[src/rtl/xlate_pkg.sv]
// Shared types and constants for the multi-channel address translator.
package xlate_pkg;

   localparam int unsigned LEN_W      = 8;
   localparam int unsigned SIZE_W     = 3;
   localparam int unsigned PAGE_SHIFT = 12;

   typedef enum logic [1:0] {
      StIdle,
      StWait,
      StResp
   } xlate_state_e;

   // Burst attributes; the address field is sized per instance in xlate_channel.
   typedef struct packed {
      logic [LEN_W-1:0]  len;
      logic [SIZE_W-1:0] size;
   } xlate_attr_t;

endpackage

[src/rtl/xlate_channel.sv]
// One translation channel: request queue, fixed-latency FSM, offset/limit registers.
module xlate_channel
   import xlate_pkg::*;
#(
   parameter int unsigned     AW         = 32,
   parameter int unsigned     QDEPTH     = 4,
   parameter int unsigned     LATENCY    = 40,
   parameter logic [AW-1:0]   RST_OFFSET = '0,
   parameter logic [AW-1:0]   RST_LIMIT  = '1
) (
   input  logic              clk_i,
   input  logic              rst_i,
   input  logic              req_valid_i,
   output logic              req_ready_o,
   input  logic [AW-1:0]     req_vaddr_i,
   input  logic [LEN_W-1:0]  req_len_i,
   input  logic [SIZE_W-1:0] req_size_i,
   output logic              rsp_valid_o,
   input  logic              rsp_ready_i,
   output logic [AW-1:0]     rsp_paddr_o,
   output logic              rsp_err_o,
   input  logic              cfg_we_i,
   input  logic [AW-1:0]     cfg_offset_i,
   input  logic [AW-1:0]     cfg_limit_i
);

   localparam int unsigned PtrW = $clog2(QDEPTH);
   localparam int unsigned CntW = $clog2(LATENCY);
   localparam logic [PtrW:0]   Full = (PtrW + 1)'(QDEPTH);
   localparam logic [CntW-1:0] Load = CntW'(LATENCY - 2);

   typedef struct packed {
      logic [AW-1:0] vaddr;
      xlate_attr_t   attr;
   } req_t;

   req_t            fifo_q [QDEPTH];
   logic [PtrW-1:0] wr_ptr_q, rd_ptr_q;
   logic [PtrW:0]   count_q;
   xlate_state_e    state_q, state_d;
   logic [CntW-1:0] cnt_q, cnt_d;
   req_t            cur_q;
   logic [AW-1:0]   offset_q, limit_q, snap_off_q, snap_lim_q;
   logic            rsp_valid_q, rsp_err_q;
   logic [AW-1:0]   rsp_paddr_q;

   logic            push, pop, load_rsp, drop_rsp, fault;
   logic [15:0]     nbytes;
   logic [AW:0]     end_addr;

   assign push = req_valid_i & req_ready_o;

   // Fault if below limit fails or the last byte lands in a different 4 KB page.
   always_comb begin
      nbytes   = (16'(cur_q.attr.len) + 16'd1) << cur_q.attr.size;
      end_addr = {1'b0, cur_q.vaddr} + (AW + 1)'(nbytes) - (AW + 1)'(1);
      fault    = (cur_q.vaddr >= snap_lim_q) |
                 ((end_addr >> PAGE_SHIFT) != ({1'b0, cur_q.vaddr} >> PAGE_SHIFT));
   end

   always_ff @(posedge clk_i) begin
      if (push) fifo_q[wr_ptr_q] <= '{vaddr: req_vaddr_i, attr: '{len: req_len_i, size: req_size_i}};
   end

   always_ff @(posedge clk_i) begin
      if (rst_i) begin
         state_q     <= StIdle;
         cnt_q       <= '0;
         wr_ptr_q    <= '0;
         rd_ptr_q    <= '0;
         count_q     <= '0;
         cur_q       <= '0;
         offset_q    <= RST_OFFSET;
         limit_q     <= RST_LIMIT;
         snap_off_q  <= '0;
         snap_lim_q  <= '0;
         rsp_valid_q <= 1'b0;
         rsp_paddr_q <= '0;
         rsp_err_q   <= 1'b0;
      end else begin
         state_q <= state_d;
         cnt_q   <= cnt_d;
         count_q <= count_q + (PtrW + 1)'(push) - (PtrW + 1)'(pop);
         if (push) wr_ptr_q <= wr_ptr_q + 1'b1;
         if (pop) begin
            rd_ptr_q   <= rd_ptr_q + 1'b1;
            cur_q      <= fifo_q[rd_ptr_q];
            snap_off_q <= offset_q;
            snap_lim_q <= limit_q;
         end
         if (cfg_we_i) begin
            offset_q <= cfg_offset_i;
            limit_q  <= cfg_limit_i;
         end
         if (load_rsp) begin
            rsp_valid_q <= 1'b1;
            rsp_paddr_q <= cur_q.vaddr + snap_off_q;
            rsp_err_q   <= fault;
         end else if (drop_rsp) begin
            rsp_valid_q <= 1'b0;
         end
      end
   end

   always_comb begin
      state_d  = state_q;
      cnt_d    = cnt_q;
      pop      = 1'b0;
      load_rsp = 1'b0;
      drop_rsp = 1'b0;
      unique case (state_q)
         StIdle: begin
            if (count_q != '0) begin
               pop     = 1'b1;
               cnt_d   = Load;
               state_d = StWait;
            end
         end
         StWait: begin
            if (cnt_q == '0) begin
               load_rsp = 1'b1;
               state_d  = StResp;
            end else begin
               cnt_d = cnt_q - 1'b1;
            end
         end
         StResp: begin
            if (rsp_ready_i) begin
               drop_rsp = 1'b1;
               if (count_q != '0) begin
                  pop     = 1'b1;
                  cnt_d   = Load;
                  state_d = StWait;
               end else begin
                  state_d = StIdle;
               end
            end
         end
         default: state_d = StIdle;
      endcase
   end

   always_comb begin
      req_ready_o = (count_q != Full);
      rsp_valid_o = rsp_valid_q;
      rsp_paddr_o = rsp_paddr_q;
      rsp_err_o   = rsp_err_q;
   end

endmodule

[src/rtl/translation_multi.sv]
// Multi-channel address translator: slices the flat port vectors and decodes the config target.
module translation_multi
   import xlate_pkg::*;
#(
   parameter int unsigned   NUM_CH        = 2,
   parameter int unsigned   AW            = 32,
   parameter int unsigned   QDEPTH        = 4,
   parameter int unsigned   LATENCY       = 40,
   parameter logic [AW-1:0] DEF_OFFSET    = 'h1000,
   parameter logic [AW-1:0] OFFSET_STRIDE = 'h100,
   parameter logic [AW-1:0] DEF_LIMIT     = '1
) (
   input  logic                                           clk,
   input  logic                                           reset,
   input  logic [NUM_CH-1:0]                              req_valid,
   output logic [NUM_CH-1:0]                              req_ready,
   input  logic [NUM_CH*AW-1:0]                           req_vaddr,
   input  logic [NUM_CH*8-1:0]                            req_len,
   input  logic [NUM_CH*3-1:0]                            req_size,
   output logic [NUM_CH-1:0]                              rsp_valid,
   input  logic [NUM_CH-1:0]                              rsp_ready,
   output logic [NUM_CH*AW-1:0]                           rsp_paddr,
   output logic [NUM_CH-1:0]                              rsp_err,
   input  logic                                           cfg_we,
   input  logic [((NUM_CH > 1) ? $clog2(NUM_CH) : 1)-1:0] cfg_ch,
   input  logic [AW-1:0]                                  cfg_offset,
   input  logic [AW-1:0]                                  cfg_limit
);

   localparam int unsigned CHW = (NUM_CH > 1) ? $clog2(NUM_CH) : 1;

   for (genvar g = 0; g < NUM_CH; g++) begin : g_ch
      localparam logic [AW-1:0] ChOffset = DEF_OFFSET + AW'(g) * OFFSET_STRIDE;

      // Out-of-range cfg_ch matches no channel and is dropped.
      logic ch_we;
      assign ch_we = cfg_we & (cfg_ch == CHW'(g));

      xlate_channel #(
         .AW         (AW),
         .QDEPTH     (QDEPTH),
         .LATENCY    (LATENCY),
         .RST_OFFSET (ChOffset),
         .RST_LIMIT  (DEF_LIMIT)
      ) u_ch (
         .clk_i        (clk),
         .rst_i        (reset),
         .req_valid_i  (req_valid[g]),
         .req_ready_o  (req_ready[g]),
         .req_vaddr_i  (req_vaddr[g*AW +: AW]),
         .req_len_i    (req_len[g*LEN_W +: LEN_W]),
         .req_size_i   (req_size[g*SIZE_W +: SIZE_W]),
         .rsp_valid_o  (rsp_valid[g]),
         .rsp_ready_i  (rsp_ready[g]),
         .rsp_paddr_o  (rsp_paddr[g*AW +: AW]),
         .rsp_err_o    (rsp_err[g]),
         .cfg_we_i     (ch_we),
         .cfg_offset_i (cfg_offset),
         .cfg_limit_i  (cfg_limit)
      );
   end

endmodule
[config.mk]
export PLATFORM = sky130hd
export DESIGN_NAME = translation_multi
export DESIGN_NICKNAME = d
export VERILOG_FILES = /design/src/rtl/xlate_pkg.sv /design/src/rtl/xlate_channel.sv /design/src/rtl/translation_multi.sv
export SDC_FILE = /design/constraint.sdc
export NUM_CORES = 1
export LEC_CHECK = 0
export BUFFER_PORTS_ARGS = -buffer_cell sky130_fd_sc_hd__clkbuf_2
export CORE_ASPECT_RATIO = 1.75
export CORE_MARGIN = 2
export CORE_UTILIZATION = 55
export CTS_CLUSTER_SIZE = 25
export DETAILED_ROUTE_END_ITERATION = 10
export HOLD_SLACK_MARGIN = 0.03
export PLACE_DENSITY = 0.7
export SLEW_MARGIN = 20
export SYNTH_ARGS = -nofsm -noshare
export SYNTH_HDL_FRONTEND = slang
export SYNTH_HIERARCHICAL = 1
export SYNTH_SLANG_ARGS = --single-unit
[constraint.sdc]
create_clock -name clk -period 5.26 [get_ports clk]
set_input_delay 1.052 -clock clk [delete_from_list [all_inputs] [get_ports clk]]
set_output_delay 1.052 -clock clk [all_outputs]
set_load 0.01 [all_outputs]
==> metrics.md, run 1 <==
| Metric | Value |
|---|---|
| Outcome | complete, no violations |
| Pwr Density | about 660 mW/mm² |
| Place WS | approximately 230 ps |
| Post-CTS Setup Repair Bufs | 0 |
| Filler Cell Count | roughly 6,000 |
| Hold path depth | 2 |
| Cell Rows | approximately 130 |
| # port buffers | about 230 |
| RSZ-0062 raised after global routing | no |
| Hold Path Origin | g_ch[0].u_ch/limit_q[20]$_SDFFE_PP1P_ |
| Syn Std Cell Area | roughly 0.039 mm² |
| Crit path kind | reg2reg |
| Worst Skew | ~22 ps |
| Final setup margin | approximately 360 ps |
| Slew HR | between 20% and 30% |
| Register area share after synthesis | between 40% and 50% |
| Post-route insts no fill | 4,984 |
| Top routing layer used | met4 |
| Std-Cell Core Area | around 0.070 mm² |
| Post-synthesis xor/xnor area fraction | 2.554% |
| CTS tree | yes |
| Netlist cell types | 97 |
| R2R depth | 20 |
| Largest family of logic cells by synthesized area | compound AO/OA/AOI/OAI gates |
| First-pass GRT wire length | roughly 160,000 µm |
| Via Count | roughly 29,000 |
| Clock root buffer | clkbuf_16 |
| I/O Pins | 228 |
| Chip height | roughly 360 µm |
| Syn_nets | roughly 4,300 |
| Total grt overflow | 0 |
| Finish-stage setup viols | 0 |
| Clk slew on worst S/H paths | 70 ps |
| Initial antenna violation count | 6 |
| F_max | 204.0 MHz |
| Fin Setup TNS | 0 ps |
| Crit-path max FO | 7 |
| Layout cell share with drive strength beyond 1 | a little over an eighth |
| Placed cell count | approximately 4,800 |
| Primary FF master, synth | dfxtp_1 |
| Final hold viol count | 0 |
| Synth Area in Compound Gates | around 15% |
| WL met2 | around 53,000 µm |
| DR WL/cell | 20.59 µm |
| Vias per inst | ~6 |
| Clk_lat worst skew | 640 ps |
| Ys async rst share | 0% |
| GR Util All Layers | roughly 28% |
| CTS Sinks | ~800 |
| Vias in the first global route | roughly 29,000 |
| CP arrival | roughly 5400 ps |
| P_leak | roughly 17 nW |
| CTS Hold Bufs | 0 |
| Largest net degree at the start of global routing | about 150 |
| Number of DRC violations after detailed-routing iteration 0 | between 1,500 and 2,000 |
| Post-Synth Simple-Gate Area | 14.20% |
| Post-DP HPWL | about 76,000 µm |
| P&R area growth vs syn | 11.23% |
| Top cells by area, synth | edfxtp_1, dfxtp_1, ha_1 |
| Total CTS buffers | 73 |
| Routed Antenna Nets | 0 |
| CP startpoint | g_ch[0].u_ch/cur_q[3]$_SDFFE_PP0P_ |
| Worst Setup Start Kind | flop |
| Internal reg-to-reg setup slack | about 360 ps |
| Worst setup EP type | flop |
| Yosys top cell area share | between 20% and 30% |
| Max Slew Vio Count | 0 |
| Final min period | about 4900 ps |
| Hold Path Class | reg2reg |
| Cell count after synthesis | 3,859 |
| FF-to-FF End | g_ch[0].u_ch/rsp_err_o$_SDFFE_PP0P_ |
| DR WL met3 | between 4000 and 5000 µm |
| Mux contribution to synthesized area | 7.183% |
| CP Data Required Time | between 5000 and 6000 ps |
| Worst hold-check slack | 433.1 ps |
| Hold endpoint | g_ch[0].u_ch/snap_lim_q[20]$_SDFFE_PP0P_ |
| Max Cap Viol | 0 |
| Number of synthesis warnings | 6 |
| Final period utilization | between 90% and 100% |
| CTS-repair resized insts | 0 |
| Number of enable flip-flop cells after synthesis | roughly 340 |
| Die Area | 0.07269 mm² |
| Max clock buf depth | 3 |
| H-tree Lvls | 3 |
| Area share of fa/ha/maj cells after synthesis | under 10% |
| Wirelength, routed | between 100,000 and 150,000 µm |
| # nets final | 4,402 |
| # DRC | 0 |
| FF+latch count, synth | 784 |
| Initial core utilization | between 50% and 60% |
| Worst r2r src | g_ch[0].u_ch/cur_q[3]$_SDFFE_PP0P_ |
| Post-Route M1 WL | 39,750 µm |
| Avg Cell Area, Syn | between 10 and 15 µm² |
| DRT Pass-1 Iters | 6 |
| Final GP Congestion | between 1 and 1.5 |
| Worst slew pin tran | approximately 1000 ps |
| Worst VDD drop | approximately 0.40 mV |
| Die X | 204.7 µm |
| Leading area contributor after synthesis | edfxtp_1 |
registers in the layout, summed over array words and instances (netlist names):
| register | count |
|---|---|
| g_ch.u_ch/offset_q | 64 |
| g_ch.u_ch/cnt_q | 12 |
| g_ch.u_ch/rd_ptr_q | 4 |
| g_ch.u_ch/rsp_paddr_o | 64 |
| g_ch.u_ch/state_q | 4 |
| g_ch.u_ch/wr_ptr_q | 4 |
| g_ch.u_ch/count_q | 6 |
| g_ch.u_ch/fifo_q | 344 |
| g_ch.u_ch/cur_q | 86 |
| g_ch.u_ch/snap_off_q | 64 |
| g_ch.u_ch/limit_q | 64 |
| g_ch.u_ch/rsp_valid_o | 2 |
| g_ch.u_ch/rsp_err_o | 2 |
| g_ch.u_ch/snap_lim_q | 64 |
cell type report:
class | count | area (µm²) | area share, %
diodes | 6 | 15.01 | 0.03483
clock buffers | 92 | 1969 | 4.569
clock inverters | 44 | 401.6 | 0.9317
inverters | 242 | 910.9 | 2.113
multi-input cells | 2631 | 17980 | 41.71
flip-flops and latches | 784 | 19150 | 44.42
well taps | 910 | 1139 | 2.641
repair buffers | 275 | 1544 | 3.582
worst max-delay path, stage by stage (launching register included):
cell and delay, ps:
dfxtp_2 410, and2_1 270, and3_1 270, nand2_1 60, o21ai_0 150, a32o_1 200
nor2_1 70, a21oi_1 180, nand2_1 80, ha_1 310, inv_1 40, ha_1 380
a21oi_1 240, o21ai_0 150, a2111oi_0 410, nor4bb_1 280, and4_1 230, nand4_1 140
or4b_1 510, a2111oi_2 230, a211oi_1 120
through the flow:
stage / cell area, µm² / total power, W / util [%]
4_1_cts: 43070 / 0.02835 / 61.82
5_1_grt: 43110 / 0.03037 / 61.88
3_5_place_dp: 40700 / 0.02299 / 58.42
3_3_place_gp: 40700 / 0.02290 / 58.42
2_1_floorplan: 38750 / 0.01877 / -
6_report: 43110 / 0.02840 / 61.88
report_power, final:
part | internal, W | leakage, nW | switching [W]
logic | 0.00554 | 9.09 | 0.00908
clock network | 0.00289 | 1.14 | 0.00236
registers | 0.00744 | 6.76 | 0.00108
how the worst max path moves through the flow:
stage | end | slack, ps | depth (start not counted)
5_1_grt | g_ch[1].u_ch/rsp_err_o$_SDFFE_PP0P_ | 8 | 21
3_3_place_gp | g_ch[0].u_ch/rsp_err_o$_SDFFE_PP0P_ | 270 | 22
3_5_place_dp | g_ch[0].u_ch/rsp_err_o$_SDFFE_PP0P_ | 230 | 20
6_report | g_ch[0].u_ch/rsp_err_o$_SDFFE_PP0P_ | 360 | 20
4_1_cts | g_ch[0].u_ch/rsp_err_o$_SDFFE_PP0P_ | 200 | 23
2_1_floorplan | g_ch[0].u_ch/rsp_err_o$_SDFFE_PP0P_ | 880 | 23
cell usage in the layout (no fill, tap or decap), types with 62 or more instances in the layout:
cell type	netlist	layout
clkbuf_2	1	226
nor2b_1	98	98
nor2_1	189	189
edfxtp_1	344	344
a21o_1	62	62
dfxtp_1	440	432
clkbuf_16	0	74
o21ai_0	111	109
mux2i_1	79	79
a21oi_1	422	421
a211o_1	78	78
ha_1	233	231
mux4_2	86	86
nand2_1	654	654
inv_1	241	241
routing by layer:
metal	up-vias	track usage [%]
met5	-	0
met4	0	15.22
met3	262	3.681
met2	782	51.04
met1	13990	32.25
li1	14080	-
logic make-up after synthesis:
group,Yosys count
xor+xnor,113
flops,784
simple gates,1214
compound gates,897
mux,170
buf+inv,444
fa+ha+maj,237
synth_stat cells, types with 6 or more instances:
master / count
nand2_1: 654
dfxtp_1: 440
a21oi_1: 422
edfxtp_1: 344
inv_1: 241
ha_1: 233
nor2_1: 189
clkbuf_1: 174
o21ai_0: 111
nor2b_1: 98
mux4_2: 86
mux2i_1: 79
a211o_1: 78
a21o_1: 62
xor2_1: 57
xnor2_1: 56
nand3_1: 45
nand4_1: 42
nor3_1: 42
a211oi_1: 29
and3_1: 26
o211ai_1: 23
nand2b_1: 19
and2_1: 18
o21a_1: 17
a31oi_1: 16
buf_2: 14
o31ai_1: 13
o2111ai_1: 12
buf_1: 11
and4_1: 10
nor4_1: 10
o21bai_1: 10
a22oi_1: 9
nand3b_1: 9
or2_2: 9
a311oi_1: 8
nor3b_1: 8
or3_1: 8
o22ai_1: 7
a21boi_0: 6
Power figures use the tool's default switching activity.
==> inputs of run 2 (changes only) <==
clock period = 6.2 ns   (was 5.26 ns; I/O delays follow)
==> run 2 against run 1 <==
Sequential share of layout area up 0.22 points. Cell count down 0.42%. First-iteration DRC count down 14%. Non-clock buffer count down 18. Utilization down 0.32 points. Global-route usage down 0.19 points. Fmax down 6.5%. Clock power down 17%. Critical path depth unchanged. Sequential cell count unchanged. Largest power group unchanged.
==> metrics.md, run 2 (synthesis results as in run 1) <==
| Metric | Value |
|---|---|
| Outcome | complete, no violations |
| Net Sw Frac | 44.30% (+0.19 points) |
| Max Cap Viol | 0 (unchanged) |
| Hold Path Origin | g_ch[0].u_ch/limit_q[3]$_SDFFE_PP1P_ |
| Final min period | 5242 ps (+340.8 ps) |
| Final GP Congestion | 0.9809 (-3.5%) |
| Post-Route M1 WL | 39,700 µm (-0.11%) |
| Routed Antenna Nets | 0 (unchanged) |
| Worst Skew | 24.71 ps (+2.554 ps) |
| Worst hold-check slack | 444.0 ps (+10.95 ps) |
| Fin Setup TNS | 0 ps (unchanged) |
| RSZ-0062 raised after global routing | no |
| Biggest register | g_ch.u_ch/fifo_q |
| Total grt overflow | 0 (unchanged) |
| Die Area | 0.07269 mm² (unchanged) |
| Post-CTS Setup Repair Bufs | 0 (unchanged) |
| CP arrival | 5730 ps (+350 ps) |
| Most frequent cells in the layout | nand2_1, dfxtp_1, a21oi_1 |
| Via Count | 29,000 (-0.37%) |
| I/O Pins | 228 (unchanged) |
| Max Slew Vio Count | 0 (unchanged) |
| Wirelength, routed | 102,400 µm (-0.22%) |
| CTS Hold Bufs | 0 (unchanged) |
| Initial antenna violation count | 5 (-1) |
| Worst r2r src | g_ch[0].u_ch/cur_q[0]$_SDFFE_PP0P_ |
| CTS Sinks | 784 (unchanged) |
| WL met2 | 52,770 µm (about the same) |
| Top routing layer used | met4 |
| CP startpoint | g_ch[0].u_ch/cur_q[0]$_SDFFE_PP0P_ |
| Max clock buf depth | 3 (unchanged) |
| # nets final | 4,383 (-0.43%) |
| # DRC | 0 (unchanged) |
| Initial core utilization | 55.63% (unchanged) |
| DRT Pass-1 Iters | 5 (-1) |
| CTS-repair resized insts | 0 (unchanged) |
| Layout cell share with drive strength beyond 1 | 12.67% (-0.43 points) |
| Post-DP HPWL | 76,050 µm (about the same) |
| Clk slew on worst S/H paths | 60 ps (about the same) |
| P&R area growth vs syn | 10.66% |
| Vias in the first global route | 28,750 (+0.29%) |
| DR WL/cell | 20.63 µm (+0.20%) |
| Clk_lat worst skew | 640 ps (about the same) |
| # port buffers | 227 (unchanged) |
| Largest net degree at the start of global routing | 116 (-24%) |
| DR WL met3 | 4323 µm (-2.4%) |
| Crit-path max FO | 23 (+16) |
| P_leak | 16.90 nW (-0.50%) |
| GR Util All Layers | 28.13% (-0.19 points) |
| Total CTS buffers | 72 (-1.4%) |
| Worst slew pin tran | 1079 ps (+44.76 ps) |
| Cell Rows | 128 (unchanged) |
| Number of DRC violations after detailed-routing iteration 0 | 1,649 (-14%) |
| Final period utilization | 84.55% (-8.6 points) |
| Number of flip-flops under the largest register name | 344 (unchanged) |
| Int Power | 0.01330 W (-16%) |
| Worst setup EP type | flop |
| Clk pwr share | 18.3% (-0.2 points) |
| Final hold viol count | 0 (unchanged) |
| Largest registers | g_ch.u_ch/fifo_q (344), g_ch.u_ch/cur_q (86) |
| Worst VDD drop | 0.3140 mV (-22%) |
| Comb power frac | 51.3% (-0.2 points) |
| Vias per inst | 5.844 (about the same) |
| Share of power burned in registers | 30.4% (+0.4 points) |
| Worst Setup Start Kind | flop |
| Die X | 204.7 µm (unchanged) |
| Psw | 0.01058 W (-16%) |
| Most common cell after layout, fill and taps aside | nand2_1 |
| CP Data Required Time | 6680 ps (+950 ps) |
| Crit path kind | reg2reg |
| Std-Cell Core Area | 0.06967 mm² (unchanged) |
| Finish-stage setup viols | 0 (unchanged) |
| First-pass GRT wire length | 158,900 µm (-0.55%) |
| Clock root buffer | clkbuf_16 |
| Pwr Density | 556.9 mW/mm² (-15%) |
| F_max | 190.8 MHz (-6.5%) |
| H-tree Lvls | 3 (unchanged) |
| CTS tree | yes |
| Slew HR | 27.91% (-1.4 points) |
| Chip height | 355.2 µm (unchanged) |
| Hold Path Class | reg2reg |
==> run 2: cell type report <==
class                           instances  area [µm²]
Multi-Input combinational cell       2631       17960
Timing Repair Buffer                  257        1396
Antenna cell                            5       12.51
Inverter                              242       910.9
Clock buffer                           91        1976
Fill cell                            5923       26780
Sequential cell                       784       19140
Clock inverter                         43       346.6
Tap cell                              910        1139
==> run 2: per-layer routing <==
layer  track usage (%)  vias to the layer above
li1                  -                    14020
met1             31.83                    13990
met2             50.84                      746
met3             3.846                      250
met4             15.03                        0
met5                 0                        -
==> run 2: final timing paths <==
kind / cells after the start / end / slack [ps]
max: 20 / g_ch[0].u_ch/rsp_err_o$_SDFFE_PP0P_ / 960
min: 2 / g_ch[0].u_ch/snap_lim_q[3]$_SDFFE_PP0P_ / 440
max reg2reg: 20 / g_ch[0].u_ch/rsp_err_o$_SDFFE_PP0P_ / 960
min reg2reg: 2 / g_ch[0].u_ch/snap_lim_q[3]$_SDFFE_PP0P_ / 440
==> run 2: through the flow <==
step	area (µm²)	total power, W	cells	setup WS (ps)	util, %
2_1_floorplan	38750	0.01593	3859	1818	-
3_3_place_gp	40550	0.01944	4824	1087	58.21
3_5_place_dp	40550	0.01946	4824	1080	58.21
4_1_cts	42870	0.02390	4958	1016	61.54
5_1_grt	42880	0.02556	4963	408.1	61.56
6_report	42880	0.02388	4963	957.6	61.56
==> run 2: power by group through the flow <==
stage | registers (W) | clock network [W] | logic (W)
2_1_floorplan | 0.00691 | 0 | 0.00902
3_3_place_gp | 0.00733 | 0 | 0.0121
3_5_place_dp | 0.00736 | 0 | 0.0121
4_1_cts | 0.00725 | 0.00448 | 0.0122
5_1_grt | 0.00737 | 0.00467 | 0.0135
6_report | 0.00726 | 0.00438 | 0.0122
==> run 2: worst max-delay path, stage by stage (launching register included) <==
cell	delay [ps]
dfxtp_1	840
inv_1	240
nand3_1	140
nand2_1	60
a211oi_1	280
a21oi_1	130
nor2b_1	200
a21oi_1	60
ha_1	280
inv_1	40
ha_1	360
a21oi_1	220
o21ai_0	200
a222oi_1	420
nand4_1	140
nor4bb_1	260
and4_1	220
nand4_1	90
or4b_1	550
a2111oi_2	230
a211oi_1	130
